**src/rtl/card_dealer.sv**
```systemverilog
// Card source for the hand-scoring logic: deals one rank per accepted request into a hand slot.
// Define DECK_TRACK_EN to model a finite shoe of NUM_DECKS decks with per-rank remaining counts.
module card_dealer #(
   parameter logic [3:0] SEED      = 4'd1,
   parameter int         NUM_DECKS = 8
) (
   input  logic       slow_clock,
   input  logic       reset,
   input  logic       deal_valid,
   input  logic [2:0] deal_slot,
   input  logic       new_round,
   output logic       deal_ready,
   output logic       done,
   output logic [3:0] card_out,
   output logic [3:0] pcard1,
   output logic [3:0] pcard2,
   output logic [3:0] pcard3,
   output logic [3:0] dcard1,
   output logic [3:0] dcard2,
   output logic [3:0] dcard3,
   output logic       shoe_empty
);

   if (SEED < 4'd1 || SEED > 4'd13) begin : g_bad_seed
      $error("card_dealer: SEED must be in 1..13");
   end
   if (NUM_DECKS < 1 || NUM_DECKS > 127) begin : g_bad_decks
      $error("card_dealer: NUM_DECKS must be in 1..127");
   end

   typedef enum logic [1:0] {IDLE, SEEK, WRITE} state_t;

   state_t     state;
   logic [3:0] rank;
   logic [3:0] lat_rank;
   logic [2:0] lat_slot;
   logic       slot_ok;
   logic       accept;

   function automatic logic [3:0] next_rank(input logic [3:0] r);
      return (r >= 4'd13) ? 4'd1 : r + 4'd1;
   endfunction

   assign slot_ok    = (lat_slot < 3'd6);
   assign deal_ready = (state == IDLE) && !shoe_empty;
   assign accept     = deal_valid && deal_ready;

   always_ff @(posedge slow_clock) begin
      if (reset) rank <= SEED;
      else       rank <= next_rank(rank);
   end

`ifdef DECK_TRACK_EN
   localparam logic [8:0] FULL_COUNT = 9'(4 * NUM_DECKS);

   logic [8:0]  remaining [13];
   logic [12:0] rank_left;
   logic [3:0]  lat_idx;

   assign lat_idx = lat_rank - 4'd1;
   for (genvar g = 0; g < 13; g++) begin : g_left
      assign rank_left[g] = |remaining[g];
   end
   assign shoe_empty = ~|rank_left;
`else
   assign shoe_empty = 1'b0;
`endif

   always_ff @(posedge slow_clock) begin
      if (reset) begin
         state    <= IDLE;
         lat_rank <= SEED;
         lat_slot <= 3'd0;
         done     <= 1'b0;
         card_out <= 4'd0;
         pcard1   <= 4'd0;
         pcard2   <= 4'd0;
         pcard3   <= 4'd0;
         dcard1   <= 4'd0;
         dcard2   <= 4'd0;
         dcard3   <= 4'd0;
`ifdef DECK_TRACK_EN
         // NOTE: remaining[] is a small flop array, not RAM, so it takes the reset; this is the only refill path.
         for (int i = 0; i < 13; i++) remaining[i] <= FULL_COUNT;
`endif
      end else begin
         done <= 1'b0;
         // NOTE: the slot write below is the later non-blocking assignment, so it beats this clear on the same edge.
         if (new_round) begin
            pcard1 <= 4'd0;
            pcard2 <= 4'd0;
            pcard3 <= 4'd0;
            dcard1 <= 4'd0;
            dcard2 <= 4'd0;
            dcard3 <= 4'd0;
         end
         case (state)
            IDLE: begin
               if (accept) begin
                  lat_slot <= deal_slot;
                  lat_rank <= rank;
`ifdef DECK_TRACK_EN
                  state    <= (deal_slot < 3'd6) ? SEEK : WRITE;
`else
                  state    <= WRITE;
`endif
               end
            end
`ifdef DECK_TRACK_EN
            SEEK: begin
               if (rank_left[lat_idx]) state <= WRITE;
               else                    lat_rank <= next_rank(lat_rank);
            end
`endif
            WRITE: begin
               done     <= 1'b1;
               card_out <= slot_ok ? lat_rank : 4'd0;
               case (lat_slot)
                  3'd0:    pcard1 <= lat_rank;
                  3'd1:    pcard2 <= lat_rank;
                  3'd2:    pcard3 <= lat_rank;
                  3'd3:    dcard1 <= lat_rank;
                  3'd4:    dcard2 <= lat_rank;
                  3'd5:    dcard3 <= lat_rank;
                  default: ;
               endcase
`ifdef DECK_TRACK_EN
               if (slot_ok) remaining[lat_idx] <= remaining[lat_idx] - 9'd1;
`endif
               state <= IDLE;
            end
            default: state <= IDLE;
         endcase
      end
   end

endmodule

```
**config.mk**
```make
export PLATFORM = sky130hd
export DESIGN_NAME = card_dealer
export DESIGN_NICKNAME = d
export VERILOG_FILES = /design/src/rtl/card_dealer.sv
export SDC_FILE = /design/constraint.sdc
export NUM_CORES = 1
export LEC_CHECK = 0
export BUFFER_PORTS_ARGS = -buffer_cell sky130_fd_sc_hd__buf_2
export CAP_MARGIN = 20
export CORE_MARGIN = 1.5
export CORE_UTILIZATION = 30
export DETAILED_ROUTE_END_ITERATION = 7
export PLACE_DENSITY = 0.6
export SYNTH_ARGS = -nofsm -noshare
export SYNTH_HDL_FRONTEND = slang
export SYNTH_SLANG_ARGS = --single-unit
```
**constraint.sdc**
```tcl
create_clock -name slow_clock -period 2.5 [get_ports slow_clock]
set_input_delay 0.25 -clock slow_clock [delete_from_list [all_inputs] [get_ports slow_clock]]
set_output_delay 0.25 -clock slow_clock [all_outputs]
set_load 0.02 [all_outputs]
```
==> impl_metrics.toml, run 1 <==
[place]
gp_congestion = 0.716
pre_cts_slack_ps = 1030
hpwlAfterDp_um = 2340
placedCellCount = 268
port_buffers = 36

[sta]
hold_viol = 0
hold_slack_ps = 187
slew_violations = 0
clock.fmax_mhz = 670
setup_tns_ps = 0
grt_setup_unrepaired = "no"
skew_ps = 9.45
relSlewSlack_pct = 51.3
finalWorstSetupSlack_ps = 1010
setup_viol_count_final = 0
fin_crit_sh_pct = 59.7
worst_slew_pin_slew_ps = 728
layout_min_cycle_time_ps = 1490

[pwr]
comb_power_share_pct = 6.3
internal-power_mw = 1.03
ir_drop_mv = 0.204
seq_power_share_pct = 52.1
power_density_nw_per_um2 = 692
p_leak_nw = 0.768
clkPwrFrac_pct = 41.6
power.switching_uw = 310
swShare_pct = 23.1

[floorplan]
die_w_um = 75.8
dieArea_um2 = 5750
fp.dieH_um = 75.8
io_pins = 38
placement_rows = 26
start_util_pct = 31.1
core_um2 = 5110

[routing]
wirelength_um = 3440
routed_via_density = 4.47
drc = 0
num_vias = 1235
drt-initial-drc-count = 76
ant_nets = 0
firstDrtPassIters = 6
wl_per_cell_um = 12.4

[setup_path]
r2r_cells = 3
crit_type = "register to register"
crit_end = "dcard2[0]"
end_kind = "register"
reg2reg_to = "dcard2[0]"
start_kind = "register"
rr_startpoint = "state[1]"
crit_arrival_ps = 1720
crit_start = "state[1]"
worstPathMaxFanout = 12
r2r_slack_ps = 1010
critPathRequiredTime_ps = 2730

[synth]
synth-seq-area-share_pct = 51.6
avgSynthCellArea_um2 = 9.25
ys_ff_latch = 41
ys.warnings.count = 0
syn_area_um2 = 1590
synthCells = 172
syn_nets = 182
synth.distinct_cells = 28

[global_routing]
grt_pass1_vias = 1124
grt_util_all_layers_pct = 13.0
overflow = 0
antenna_found_initial = 0
grt_start_max_net_pins = 23
grt_pass1_wl_um = 5480

[clocking]
post-cts-setup-buffers = 0
cts_buffers = 5
clock_path_buffers = 2
ctsResizeCount = 0
clock-sinks = 41
cts_hold_buffers = 0
root_buffer = "clkbuf_8"
htree_levels = 2
clkTransAtPathRegs_ps = 80
cts_tree = "built"
insertion_delay_ps = 290

[final_layout]
mostFrequentLayoutCell = "dfxtp_1"
final_cell_mix = "41 x dfxtp_1, 36 x buf_2, 32 x nand2_1"
diodes = 0
syn_to_final_growth_pct = 21.6
final_cell_count_no_fill = 276
layout-drive-gt1-share_pct = 23.8
final_net_count = 215

[job]
timing.max_cap.violations = 0

[status]
status = "finished, final reports clean"

[hold_path]
worstHoldPathType = "primary input to register"
[cell usage after synthesis]
library cell  count  area share (%)
o211ai_1          1            0.47
a31o_2            1            0.55
nor4b_4           2             3.0
dfxtp_1          41              52
buf_4             2            0.94
clkbuf_1          7             1.7
nand2b_1          2            0.79
nand3b_1          3             1.4
a21oi_1          16             5.0
nand3_1          14             4.4
buf_2             2            0.63
inv_1             3            0.71
o21ai_0          12             3.8
nor4bb_1          1            0.63
xor2_1            1            0.55
mux2i_1           6             3.8
nor2b_1           1            0.39
nand4bb_1         1            0.71
or3b_1            6             3.3
nand2_1          32             7.6
nand4b_1          5             2.8
ha_1              3             2.4
and2_1            1            0.39
inv_2             1            0.24
a31oi_1           1            0.39
conb_1            1            0.24
xnor2_1           1            0.55
nor2_1            5             1.2
[power groups by stage]
stage,Clock [mW],Combinational (mW),Sequential [mW]
floorplan,0,0.0658,0.706
global placement,0,0.0847,0.711
detailed placement,0,0.0842,0.712
CTS,0.569,0.0850,0.696
global route,0.605,0.0957,0.701
finish,0.556,0.0847,0.697
[area by class of cell]
cell class	count	area, µm²
multi-input combinational	116	703
clock inverter	2	37.5
timing repair buffer	37	188
inverter	4	15.0
sequential	41	821
fill	547	3170
tap	70	87.6
clock buffer	6	82.6
[per-stage QoR]
stage / total power, mW / cell area (µm²) / utilization [%]
2_1_floorplan: 0.772 / 1590 / -
3_3_place_gp: 0.796 / 1810 / 35.5
6_report: 1.34 / 1930 / 37.9
4_1_cts: 1.35 / 1930 / 37.9
5_1_grt: 1.40 / 1930 / 37.9
3_5_place_dp: 0.796 / 1810 / 35.5
[logic make-up after synthesis]
family,synth area share (%)
compound gates,10.2
xor+xnor,1.10
fa+ha+maj,2.36
buf+inv,4.17
flops,51.6
mux,3.78
other cells,0.236
simple gates,26.5
[worst max-delay path, cell delays in order (launching register included)]
cell	delay [ps]
dfxtp_1	560
inv_2	160
nor4b_4	470
mux2i_1	230
[how the worst min path moves through the flow]
stage                     slack, ps  cells after the start           to          from
after floorplan                 350                      2      rank[0]         reset
after global placement          440                      1      rank[0]       rank[0]
after detailed placement        430                      1      rank[0]       rank[0]
after CTS                       180                      3  lat_slot[1]  deal_slot[1]
after global routing            180                      3  lat_slot[1]  deal_slot[1]
final                           190                      3  lat_slot[1]  deal_slot[1]
[layer usage]
layer	GRT usage, %	wire length [µm]
met1	17.5	1780
met2	18.9	1430
met3	4.10	178
met4	5.95	42
met5	0	0
Note: power is estimated with default switching activity, not from simulation.
==> run 2, diff against run 1 <==
==> constraint.sdc (replaced) <==
create_clock -name slow_clock -period 1.4 [get_ports slow_clock]
set_input_delay 0.14 -clock slow_clock [delete_from_list [all_inputs] [get_ports slow_clock]]
set_output_delay 0.14 -clock slow_clock [all_outputs]
set_load 0.02 [all_outputs]
==> run 2 against run 1 <==
Against the previous run:
- worst setup slack worse by 960 ps
- clock-buffer cell count shrank 1
- largest cell class unchanged
- die area did not move
- critical endpoint is now pcard2[1]
- non-clock buffer count up 11
- fmax is 11% higher
- global-route usage increased by 0.57 points
- clock power is 37% higher
- worst hold slack worse by 100 ps
- first-iteration DRC count down 21%
- sequential power rose by 78%
- routed wire length grew 6.4%
==> impl_metrics.toml, run 2 (synthesized netlist as in run 1, its figures left out) <==
[status]
status = "finished, final reports clean"

[routing]
wl_per_cell_um = 12.7
ant_nets = 0
drc = 0
num_vias = 1312
firstDrtPassIters = 4
wirelength_um = 3660
routed_via_density = 4.57
drt-initial-drc-count = 60

[final_layout]
stdcell_area_um2 = 1990
mostFrequentLayoutCell = "dfxtp_1"
syn_to_final_growth_pct = 25.0
layout-drive-gt1-share_pct = 28.1
final_net_count = 226
final_cell_mix = "41 x dfxtp_1, 36 x buf_2, 32 x nand2_1"
diodes = 0
final_cell_count_no_fill = 287
utilization_pct = 38.9

[setup_path]
r2r_cells = 4
reg2reg_to = "pcard2[1]"
crit_type = "register to register"
rr_startpoint = "lat_slot[1]"
crit_arrival_ps = 1580
r2r_slack_ps = 50
start_kind = "register"
worstPathMaxFanout = 7
end_kind = "register"
critPathRequiredTime_ps = 1630

[floorplan]
placement_rows = 26
die_w_um = 75.8
fp.dieH_um = 75.8
dieArea_um2 = 5750
io_pins = 38
core_um2 = 5110
start_util_pct = 31.1

[place]
hpwlAfterDp_um = 2520
placedCellCount = 276
post_dp_cell_area_um2 = 1870
port_buffers = 36
gp_congestion = 0.736

[global_routing]
grt_pass1_wl_um = 5630
grt_start_max_net_pins = 22
grt_pass1_vias = 1103
grt_util_all_layers_pct = 13.6
antenna_found_initial = 0
overflow = 0

[sta]
skew_ps = 4.43
setup_viol_count_final = 0
hold_slack_ps = 84.4
setup_tns_ps = 0
layout_min_cycle_time_ps = 1350
fin_crit_sh_pct = 96.3
slew_violations = 0
grt_setup_unrepaired = "no"
clock.fmax_mhz = 742
hold_viol = 0

[pwr]
p_leak_nw = 0.810
ir_drop_mv = 0.399
power_density_nw_per_um2 = 1100

[clocking]
clock-sinks = 41
root_buffer = "clkbuf_8"
clkTransAtPathRegs_ps = 80
clock_path_buffers = 2
cts_tree = "built"
cts_buffers = 5
insertion_delay_ps = 290
htree_levels = 2

[hold_path]
worstHoldStart = "deal_slot[0]"
hold_depth = 3
min_to = "lat_slot[0]"
worstHoldPathType = "primary input to register"

[job]
timing.max_cap.violations = 0
## run 2: changes by cell type in the layout (fill, tap and decap cells not counted), sizes merged
| cell | previous run | this run |
|---|---|---|
| buf | 37 | 48 |
| clkinv | 0 | 2 |
| bufinv | 1 | 0 |
| clkbuf | 6 | 5 |
## run 2: how the worst max path moves through the flow
stage                 from        end  slack [ps]  cells past startpoint
6_report       lat_slot[1]  pcard2[1]          50                      4
5_1_grt        lat_slot[1]  pcard1[1]         0.7                      4
4_1_cts        lat_slot[1]  pcard3[3]          20                      4
3_5_place_dp   lat_slot[1]  pcard3[3]          30                      4
3_3_place_gp   lat_slot[1]  pcard3[2]          60                      4
2_1_floorplan     state[1]  dcard2[0]         140                      4
## run 2: per-layer routing
metal / global-route usage, % / up-vias / routed length, µm
met5: 0 / - / 0
met4: 5.95 / 0 / 52
met3: 4.10 / 5 / 169
met2: 18.8 / 31 / 1560
met1: 19.2 / 598 / 1880
li1: - / 678 / -
## run 2: layout make-up
cell class,count,area (µm²)
flip-flops and latches,41,821
fillers,553,3120
repair buffers,48,270
well taps,70,87.6
multi-input cells,116,708
clock inverters,3,17.5
clock buffers,5,68.8
inverters,4,15.0
## run 2: power by group
part           leakage (nW)  internal, mW  switching, mW
registers             0.333          1.20         0.0430
logic                 0.433        0.0753          0.102
clock network        0.0439         0.344          0.416
total                 0.810          1.62          0.561
## run 2: per-stage QoR
stage                     worst slack (ps)  total power, mW
final                                 52.1             2.18
after global routing                 0.675             2.28
after CTS                             23.7             2.20
after detailed placement              34.4             1.44
after global placement                62.0             1.44
after floorplan                        144             1.38
## run 2: timing repair
item / in CTS / in global routing
hold buffers: 0 / 0
buffers inserted: 0 / 3
resized for setup: 0 / 1
endpoints found under the setup margin: 0 / 16
## run 2: worst max-delay path, stage by stage, from the launching register on
cell,delay (ps)
dfxtp_1,520
nor4bb_1,100
buf_4,170
or3b_1,340
a21oi_1,140
==> run 3, diff against run 2 <==
==> constraint.sdc (replaced) <==
create_clock -name slow_clock -period 1.4 [get_ports slow_clock]
set_input_delay 0.21 -clock slow_clock [delete_from_list [all_inputs] [get_ports slow_clock]]
set_output_delay 0.21 -clock slow_clock [all_outputs]
set_load 0.02 [all_outputs]
==> run 3 against run 2 <==
Against the previous run:
- clock power up 8.8%
- largest cell class unchanged
- clock-buffer cell count is 2 higher
- flip-flop and latch count is the same
- sequential power barely moved
- sequential share of layout area up 0.059 points
- worst hold slack improved by 72 ps
==> impl_metrics.toml, run 3 (synthesized netlist as in run 1, its figures left out) <==
[clocking]
cts_tree = "built"
clock_path_buffers = 2
insertion_delay_ps = 290
clock-sinks = 41
cts_buffers = 5
clkTransAtPathRegs_ps = 80
htree_levels = 2
root_buffer = "clkbuf_8"

[final_layout]
final_net_count = 225
fillerInstances = 541
final_cell_mix = "38 x dfxtp_1, 36 x buf_2, 32 x nand2_1"
multiInputGateArea_um2 = 703
regArea_um2 = 825
syn_to_final_growth_pct = 25.4
diodes = 0
mostFrequentLayoutCell = "dfxtp_1"
layout-drive-gt1-share_pct = 28.7
utilization_pct = 39.0

[routing]
num_vias = 1286
ant_nets = 0
drc = 0
firstDrtPassIters = 4
drt-initial-drc-count = 49
routed_via_density = 4.50
wl_per_cell_um = 12.3
wirelength_um = 3530

[global_routing]
overflow = 0
antenna_found_initial = 0
grt_pass1_vias = 1170
grt_util_all_layers_pct = 13.8
grt_pass1_wl_um = 5770
grt_start_max_net_pins = 14

[sta]
setup_tns_ps = 0
hold_viol = 0
setup_viol_count_final = 0
clock.fmax_mhz = 778
slew_violations = 0
fin_crit_sh_pct = 91.8
finalWorstSetupSlack_ps = 115
skew_ps = 6.68
grt_setup_unrepaired = "no"
layout_min_cycle_time_ps = 1290

[place]
pre_cts_slack_ps = 57.3
hpwlAfterDp_um = 2540
gp_congestion = 0.737
port_buffers = 36

[floorplan]
dieArea_um2 = 5750
io_pins = 38
start_util_pct = 31.1
fp.dieH_um = 75.8
placement_rows = 26
die_w_um = 75.8
core_um2 = 5110

[setup_path]
start_kind = "register"
cp_common_cell = "nand4b_1"
crit_path_top_delay_cell = "dfxtp_1"
critPathRequiredTime_ps = 1570
path_cells = "buf_4, nand4b_1, nand4b_1, o21ai_0"
worstPathMaxFanout = 8
worst-path-buf-inv = 1
end_kind = "register"
crit_arrival_ps = 1460
crit_family = "simple AND/OR/NAND/NOR gates"
max_stage_delay_ps = 430
crit_type = "register to register"

[pwr]
ir_drop_mv = 0.367
p_leak_nw = 0.818
fin_total_pwr_mw = 2.25
power_density_nw_per_um2 = 1130

[job]
timing.max_cap.violations = 0

[status]
status = "finished, final reports clean"

[hold_path]
worstHoldPathType = "primary input to register"
run 3: area by class of cell:
type / count / area share [%]
Multi-Input combinational cell: 116 / 35.3
Timing Repair Buffer: 47 / 13.2
Sequential cell: 41 / 41.3
Tap cell: 70 / 4.39
Inverter: 4 / 0.753
Clock buffer: 7 / 4.83
Clock inverter: 1 / 0.251
run 3: worst paths after layout:
kind,cells past startpoint,slack (ps),end,start
worst max-delay path,4,110,dcard3[1],lat_slot[0]
worst min-delay path,3,160,lat_slot[1],deal_slot[1]
worst max register to register,4,110,dcard3[1],lat_slot[0]
worst min register to register,1,450,rank[0],rank[0]
run 3: report_power, final:
part / switching, mW / internal (mW)
clock network: 0.382 / 0.445
registers: 0.0416 / 1.20
logic: 0.101 / 0.0762
run 3: worst register-to-register path, stage by stage (launching register included):
cell and delay (ps):
dfxtp_1 430, buf_4 180, nand4b_1 270, nand4b_1 200, o21ai_0 90
run 3: layer usage:
| layer | vias to the layer above | GRT usage (%) | wire length, µm |
|---|---|---|---|
| li1 | 671 | - | - |
| met1 | 570 | 18.8 | 1750 |
| met2 | 39 | 19.3 | 1500 |
| met3 | 6 | 4.37 | 201 |
| met4 | 0 | 7.14 | 78 |
| met5 | - | 0 | 0 |
run 3: per-stage QoR:
stage	area [µm²]	instances	hold slack (ps)
floorplan	1590	172	314
global placement	1880	277	428
detailed placement	1880	277	441
CTS	1980	285	149
global route	1990	286	149
finish	1990	286	157
run 3: timing repair:
action	4_1_cts	5_1_grt
setup endpoints to repair	0	17
buffers inserted	0	1
gates resized for setup	0	3
hold buffers	0	0
